==> config.mk <==
export PLATFORM = sky130hd
export DESIGN_NAME = fifo_status_flat
export DESIGN_NICKNAME = d
export VERILOG_FILES = /design/src/rtl/fifo_status_pkg.sv /design/src/rtl/fifo_status_if.sv /design/src/rtl/fifo_status_mem.sv /design/src/rtl/fifo_status.sv /design/src/flat_wrapper.sv
export SDC_FILE = /design/constraint.sdc
export NUM_CORES = 1
export LEC_CHECK = 0
export CAP_MARGIN = 30
export CELL_PAD_IN_SITES_DETAIL_PLACEMENT = 2
export CELL_PAD_IN_SITES_GLOBAL_PLACEMENT = 2
export CORE_ASPECT_RATIO = 1.75
export CORE_MARGIN = 2
export CORE_UTILIZATION = 35
export CTS_CLUSTER_SIZE = 12
export DETAILED_ROUTE_END_ITERATION = 7
export MAX_ROUTING_LAYER = met4
export PLACE_DENSITY = 0.7
export SETUP_SLACK_MARGIN = 0.15
export SLEW_MARGIN = 20
export SYNTH_ARGS = -nofsm -noshare
export SYNTH_HDL_FRONTEND = slang
export SYNTH_SLANG_ARGS = --single-unit
export TNS_END_PERCENT = 100
==> constraint.sdc <==
create_clock -name clk -period 6.1 [get_ports clk]
set_input_delay 0.915 -clock clk [delete_from_list [all_inputs] [get_ports clk]]
set_output_delay 0.915 -clock clk [all_outputs]
set_load 0.03 [all_outputs]
==> src/rtl/fifo_status_pkg.sv <==
// Shared types and sizing helpers for the status FIFO.
package fifo_status_pkg;

    // Pointer width: address bits plus one wrap bit.
    function automatic int unsigned ptr_w(input int unsigned depth);
        return unsigned'($clog2(depth) + 1);
    endfunction

    // Sticky error flags, cleared only by flush or reset.
    typedef struct packed {
        logic overflow;
        logic underflow;
    } err_flags_t;

endpackage

==> src/rtl/fifo_status_if.sv <==
// Producer/consumer side of the status FIFO, grouped as one bus.
interface fifo_status_if #(
    parameter int unsigned DATA_WIDTH = 32,
    parameter int unsigned CNT_W      = 4
);
    logic                  cs;
    logic                  clr;
    logic                  wr_en;
    logic                  rd_en;
    logic [DATA_WIDTH-1:0] data_in;
    logic [DATA_WIDTH-1:0] data_out;
    logic                  data_valid;
    logic                  empty;
    logic                  full;
    logic                  almost_empty;
    logic                  almost_full;
    logic [CNT_W-1:0]      count;
    logic                  overflow;
    logic                  underflow;

    modport master (
        output cs, clr, wr_en, rd_en, data_in,
        input  data_out, data_valid, empty, full, almost_empty, almost_full,
               count, overflow, underflow
    );

    modport slave (
        input  cs, clr, wr_en, rd_en, data_in,
        output data_out, data_valid, empty, full, almost_empty, almost_full,
               count, overflow, underflow
    );
endinterface

==> src/rtl/fifo_status_mem.sv <==
// Storage array: synchronous write, asynchronous read, no reset.
module fifo_status_mem #(
    parameter int unsigned DEPTH  = 8,
    parameter int unsigned WIDTH  = 32,
    parameter int unsigned ADDR_W = 3
) (
    input  logic              clk,
    input  logic              we,
    input  logic [ADDR_W-1:0] waddr,
    input  logic [WIDTH-1:0]  wdata,
    input  logic [ADDR_W-1:0] raddr,
    output logic [WIDTH-1:0]  rdata_c
);
    logic [WIDTH-1:0] mem [DEPTH];

    // Write port.
    always_ff @(posedge clk) begin
        if (we) begin
            mem[waddr] <= wdata;
        end
    end

    assign rdata_c = mem[raddr];
endmodule

==> src/rtl/fifo_status.sv <==
// Synchronous FIFO with occupancy, thresholds, sticky errors, flush and read mode.
module fifo_status
    import fifo_status_pkg::*;
#(
    parameter int unsigned FIFO_DEPTH   = 8,
    parameter int unsigned DATA_WIDTH   = 32,
    parameter int unsigned AFULL_LEVEL  = 6,
    parameter int unsigned AEMPTY_LEVEL = 2,
    parameter int unsigned FWFT         = 1
) (
    input  logic          clk,
    input  logic          reset_n,
    fifo_status_if.slave  bus
);
    localparam int unsigned PTR_W  = ptr_w(FIFO_DEPTH);
    localparam int unsigned ADDR_W = PTR_W - 1;
    localparam int unsigned CNT_W  = PTR_W;

    if ((FIFO_DEPTH < 2) || ((FIFO_DEPTH & (FIFO_DEPTH - 1)) != 0)) begin : g_bad_depth
        $error("fifo_status: FIFO_DEPTH must be a power of two >= 2");
    end
    if ((AFULL_LEVEL < 1) || (AFULL_LEVEL > FIFO_DEPTH)) begin : g_bad_afull
        $error("fifo_status: AFULL_LEVEL out of range");
    end
    if (AEMPTY_LEVEL > FIFO_DEPTH - 1) begin : g_bad_aempty
        $error("fifo_status: AEMPTY_LEVEL out of range");
    end

    logic [PTR_W-1:0]      wr_ptr;
    logic [PTR_W-1:0]      rd_ptr;
    logic [CNT_W-1:0]      count_q;
    logic [CNT_W-1:0]      count_nxt_c;
    err_flags_t            err_q;
    err_flags_t            err_nxt_c;
    logic                  empty_q;
    logic                  full_q;
    logic                  aempty_q;
    logic                  afull_q;
    logic                  clr_c;
    logic                  rd_acc_c;
    logic                  wr_acc_c;
    logic                  rd_go_c;
    logic                  wr_go_c;
    logic [DATA_WIDTH-1:0] rdata_c;

    // Accept/reject decisions; flush overrides any transfer in the same cycle.
    always_comb begin
        clr_c    = bus.cs & bus.clr;
        rd_acc_c = bus.cs & bus.rd_en & ~empty_q;
        wr_acc_c = bus.cs & bus.wr_en & (~full_q | rd_acc_c);
        rd_go_c  = rd_acc_c & ~clr_c;
        wr_go_c  = wr_acc_c & ~clr_c;
    end

    // Next occupancy and sticky error flags.
    always_comb begin
        count_nxt_c = count_q;
        err_nxt_c   = err_q;
        if (clr_c) begin
            count_nxt_c = '0;
            err_nxt_c   = '0;
        end else begin
            case ({wr_go_c, rd_go_c})
                2'b10:   count_nxt_c = count_q + CNT_W'(1);
                2'b01:   count_nxt_c = count_q - CNT_W'(1);
                default: count_nxt_c = count_q;
            endcase
            if (bus.cs & bus.wr_en & ~wr_acc_c) begin
                err_nxt_c.overflow = 1'b1;
            end
            if (bus.cs & bus.rd_en & empty_q) begin
                err_nxt_c.underflow = 1'b1;
            end
        end
    end

    // Pointers, count, errors and status flags, all registered.
    always_ff @(posedge clk or negedge reset_n) begin
        if (!reset_n) begin
            wr_ptr   <= '0;
            rd_ptr   <= '0;
            count_q  <= '0;
            err_q    <= '0;
            empty_q  <= 1'b1;
            full_q   <= 1'b0;
            aempty_q <= 1'b1;
            afull_q  <= 1'b0;
        end else begin
            wr_ptr   <= clr_c ? '0 : wr_ptr + PTR_W'(wr_go_c);
            rd_ptr   <= clr_c ? '0 : rd_ptr + PTR_W'(rd_go_c);
            count_q  <= count_nxt_c;
            err_q    <= err_nxt_c;
            empty_q  <= (count_nxt_c == '0);
            full_q   <= (count_nxt_c == CNT_W'(FIFO_DEPTH));
            aempty_q <= (count_nxt_c <= CNT_W'(AEMPTY_LEVEL));
            afull_q  <= (count_nxt_c >= CNT_W'(AFULL_LEVEL));
        end
    end

    fifo_status_mem #(
        .DEPTH  (FIFO_DEPTH),
        .WIDTH  (DATA_WIDTH),
        .ADDR_W (ADDR_W)
    ) u_mem (
        .clk     (clk),
        .we      (wr_go_c),
        .waddr   (wr_ptr[ADDR_W-1:0]),
        .wdata   (bus.data_in),
        .raddr   (rd_ptr[ADDR_W-1:0]),
        .rdata_c (rdata_c)
    );

    if (FWFT != 0) begin : g_fwft
        assign bus.data_out   = rdata_c;
        assign bus.data_valid = ~empty_q;
    end else begin : g_reg_read
        logic [DATA_WIDTH-1:0] dout_q;
        logic                  dvalid_q;

        // Registered read: capture head on accept, one-cycle valid strobe.
        always_ff @(posedge clk or negedge reset_n) begin
            if (!reset_n) begin
                dout_q   <= '0;
                dvalid_q <= 1'b0;
            end else begin
                dvalid_q <= rd_go_c;
                if (rd_go_c) begin
                    dout_q <= rdata_c;
                end
            end
        end

        assign bus.data_out   = dout_q;
        assign bus.data_valid = dvalid_q;
    end

    assign bus.count        = count_q;
    assign bus.empty        = empty_q;
    assign bus.full         = full_q;
    assign bus.almost_empty = aempty_q;
    assign bus.almost_full  = afull_q;
    assign bus.overflow     = err_q.overflow;
    assign bus.underflow    = err_q.underflow;
endmodule

==> src/flat_wrapper.sv <==
// flat-port wrapper written by rule: the top's interface ports become plain ports
module fifo_status_flat import fifo_status_pkg::*;
#(
    parameter int unsigned FIFO_DEPTH   = 8,
    parameter int unsigned DATA_WIDTH   = 32,
    parameter int unsigned AFULL_LEVEL  = 6,
    parameter int unsigned AEMPTY_LEVEL = 2,
    parameter int unsigned FWFT         = 1
)
  (clk, reset_n, bus_cs, bus_clr, bus_wr_en, bus_rd_en, bus_data_in, bus_data_out, bus_data_valid, bus_empty, bus_full, bus_almost_empty, bus_almost_full, bus_count, bus_overflow, bus_underflow);
  fifo_status_if #(.DATA_WIDTH(DATA_WIDTH), .CNT_W(4)) bus_i ();
  input  logic clk;
  input  logic reset_n;
  input wire logic [$bits(bus_i.cs)-1:0] bus_cs;
  input wire logic [$bits(bus_i.clr)-1:0] bus_clr;
  input wire logic [$bits(bus_i.wr_en)-1:0] bus_wr_en;
  input wire logic [$bits(bus_i.rd_en)-1:0] bus_rd_en;
  input wire logic [$bits(bus_i.data_in)-1:0] bus_data_in;
  output wire logic [$bits(bus_i.data_out)-1:0] bus_data_out;
  output wire logic [$bits(bus_i.data_valid)-1:0] bus_data_valid;
  output wire logic [$bits(bus_i.empty)-1:0] bus_empty;
  output wire logic [$bits(bus_i.full)-1:0] bus_full;
  output wire logic [$bits(bus_i.almost_empty)-1:0] bus_almost_empty;
  output wire logic [$bits(bus_i.almost_full)-1:0] bus_almost_full;
  output wire logic [$bits(bus_i.count)-1:0] bus_count;
  output wire logic [$bits(bus_i.overflow)-1:0] bus_overflow;
  output wire logic [$bits(bus_i.underflow)-1:0] bus_underflow;
  assign bus_i.cs = bus_cs;
  assign bus_i.clr = bus_clr;
  assign bus_i.wr_en = bus_wr_en;
  assign bus_i.rd_en = bus_rd_en;
  assign bus_i.data_in = bus_data_in;
  assign bus_data_out = bus_i.data_out;
  assign bus_data_valid = bus_i.data_valid;
  assign bus_empty = bus_i.empty;
  assign bus_full = bus_i.full;
  assign bus_almost_empty = bus_i.almost_empty;
  assign bus_almost_full = bus_i.almost_full;
  assign bus_count = bus_i.count;
  assign bus_overflow = bus_i.overflow;
  assign bus_underflow = bus_i.underflow;
  fifo_status #(.FIFO_DEPTH(FIFO_DEPTH), .DATA_WIDTH(DATA_WIDTH), .AFULL_LEVEL(AFULL_LEVEL), .AEMPTY_LEVEL(AEMPTY_LEVEL), .FWFT(FWFT)) u_core (.clk(clk), .reset_n(reset_n), .bus(bus_i));
endmodule
==> flow_summary.yaml <==
critical_path:
  worstSetupPathType: "register to primary output"
  start_kind: "register"
  worstSetupEndpointType: "primary output"
  cp.required_ns: 5.18
  r2r_slack_ns: 3.44
  worst_r2r_path_depth: 11
  r2r-end: "u_core.bus.almost_full"
  regToRegStartpoint: "u_core.bus.empty"
  cp_max_fo: 33
  cp.arrival_ns: 3.39
global_routing:
  grt_max_degree: 35
  overflow: 0
  grt_usage: 0.1638
  antenna_found_initial: 1
  grt_pass1_wl_um: 37170
  grt_pass1_vias: 5573
finish:
  final_core_util: 0.4249
  drive_gt1_frac: 0.1626
  layout_commonest_cell: "edfxtp_1"
  area_growth_pct: 19.46
  nFillCells: 2802
  layout_common_cells: "256 x edfxtp_1, 80 x clkdlybuf4s50_1, 56 x mux4_1"
  fin_nets: 603
  layout.cells.non_filler: 966
sta:
  clock_skew_ns: 0.01764
  tightest_slew_ns: 0.8398
  rsz0062_at_grt: "false"
  timing.slew.headroom: 0.4402
  clock.fmax_mhz: 232.1
  tns_ns: 0
  setup_viol: 0
  fin_crit_sh: 0.7064
  slew_violations: 0
  period_needed_ns: 4.309
  hold_viol: 0
  setup_ws_ns: 1.791
yosys:
  syn_nets: 506
  ys.warnings.count: 0
  ys_seq_area_frac: 0.7567
  syn_area_per_cell_um2: 23.19
  syn_inst: 461
  syn_area_um2: 10690
  ys_seq_elements: 272
  ys_types: 32
clock_network:
  clkSinkCount: 272
  cts_tree: "yes"
  htree_levels: 1
  cts_buffer_depth: 3
  clk_latency_ns: 0.54
  clkTransAtPathRegs_ns: 0.06
  cts_buffers: 26
  root_buffer: "clkbuf_16"
  cts_setup_buffers: 0
  hold_buffers: 0
  cts_resized: 0
job:
  drv_cap: 0
detailed_routing:
  wirelength_um: 24690
  num_vias: 4941
  route.detailed.drc: 0
  wire_per_inst_um: 25.56
  ant_nets: 0
  viasPerCell: 5.115
  dr.pass1.iters: 4
  drt_iter0_markers: 309
place:
  gp_congestion: 0.7317
  hpwl_um: 14870
  dp.cells: 917
  io_buffers: 80
  dp_slack_ns: 2.274
worst_hold_path:
  hold_class: "register to register"
  hold-path-endpoint: "u_core.bus.underflow"
  worstHoldStart: "u_core.bus.underflow"
  holdPathStages: 2
power_and_ir_drop:
  leakage_uw: 0.004095
  power_density_nw_per_um2: 327.0
  ir_drop_v: 0.0002310
die:
  dieArea_um2: 32020
  die_x_um: 136.1
  ios: 81
  start_util: 0.3557
  core_um2: 30060
  fp-row-count: 84
  die_height_um: 235.2
status:
  status: "complete, no violations"
-- layer usage --
layer | share of wire | GRT usage
met5 | 0 | -
met4 | 0.016 | 0.04040
met3 | 0.034 | 0.02218
met2 | 0.55 | 0.2927
met1 | 0.40 | 0.1933
-- kinds of logic (layout without fill, tap and decap cells) --
group | count (synthesis) | count (layout) | synth area share
flip-flops | 272 | 272 | 0.7567
multiplexers | 97 | 97 | 0.1891
AND/OR/NAND/NOR | 43 | 43 | 0.01966
buffers and inverters | 24 | 141 | 0.01381
AO/OA/AOI/OAI | 12 | 12 | 0.007607
adder cells (fa/ha/maj) | 7 | 7 | 0.008192
XOR/XNOR | 6 | 6 | 0.004916
other | 0 | 1 | 0
-- worst max-delay path: stages, from the launching register on --
cell and delay [ns]:
dfrtp_2 0.90, buf_4 0.57, mux4_1 0.41, mux2_2 0.30
clkdlybuf4s50_1 0.64
-- flip-flops by register name (all words and copies together) (netlist names) --
signal	count
u_core.u_mem.mem	256
u_core.bus.count	4
u_core.rd_ptr	3
u_core.wr_ptr	3
u_core.bus.almost_empty	1
u_core.bus.almost_full	1
u_core.bus.empty	1
u_core.bus.full	1
u_core.bus.overflow	1
u_core.bus.underflow	1
-- synth_stat cells --
cell type	n	area, µm²
a31o_2	2	17.52
nand2_1	5	18.77
mux4_2	8	180.2
edfxtp_1	256	7687
a21o_1	1	7.510
mux2i_1	1	10.01
and2_1	1	6.260
o21ai_0	1	5.000
a21oi_1	3	15.01
buf_6	7	78.83
and3_1	1	6.260
a41oi_1	1	8.760
nor2_1	17	63.81
dfrtp_1	14	350.3
buf_2	3	15.01
nand3_1	2	10.01
inv_1	2	7.510
nand3b_1	2	15.01
xor2_1	3	26.28
mux2_2	32	360.4
clkbuf_1	6	22.52
ha_1	7	87.58
nand2b_1	6	37.54
a31oi_1	3	18.77
clkbuf_2	1	5.000
mux4_1	56	1471
xnor2_1	3	26.28
buf_1	5	18.77
nor3_1	3	15.01
nor2b_1	6	37.54
a22o_1	1	8.760
dfstp_2	2	52.55
-- where the power goes --
part	total, µW	switching (µW)	internal [µW]	leakage (µW)
Combinational	551	272	278	0.00122
Clock	1490	651	837	0.000364
Sequential	2140	58.1	2080	0.00251
Total	4180	982	3200	0.00410
-- worst max-delay path by stage --
stage	from	end	slack (ns)	depth (start not counted)
after global placement	u_core.rd_ptr[0]	bus_data_out[3]	2.36	3
final	u_core.rd_ptr[1]	bus_data_out[21]	1.79	4
after detailed placement	u_core.rd_ptr[1]	bus_data_out[21]	2.27	4
after floorplan	bus_cs	u_core.u_mem.mem[0][0]	2.06	5
after CTS	u_core.rd_ptr[1]	bus_data_out[21]	1.71	4
after global routing	u_core.rd_ptr[1]	bus_data_out[21]	1.70	4
-- cell type report --
| type | instances | area [µm²] | area share |
|---|---|---|---|
| multi-input cells | 165 | 2509 | 0.1964 |
| repair buffers | 91 | 908.4 | 0.07112 |
| flip-flops and latches | 272 | 8097 | 0.6339 |
| clock buffers | 48 | 764.5 | 0.05986 |
| well taps | 387 | 484.2 | 0.03791 |
| diodes | 1 | 2.502 | 0.0001959 |
| inverters | 2 | 7.507 | 0.0005878 |
-- per-stage QoR --
stage | total power [µW] | area, µm² | hold slack, ns
floorplan | 2521 | 10690 | 0.5728
global placement | 2702 | 11970 | 0.4937
detailed placement | 2737 | 12010 | 0.5295
CTS | 4241 | 12770 | 0.5529
global route | 4324 | 12770 | 0.5951
finish | 4177 | 12770 | 0.5324
Power figures use the tool's default switching activity.
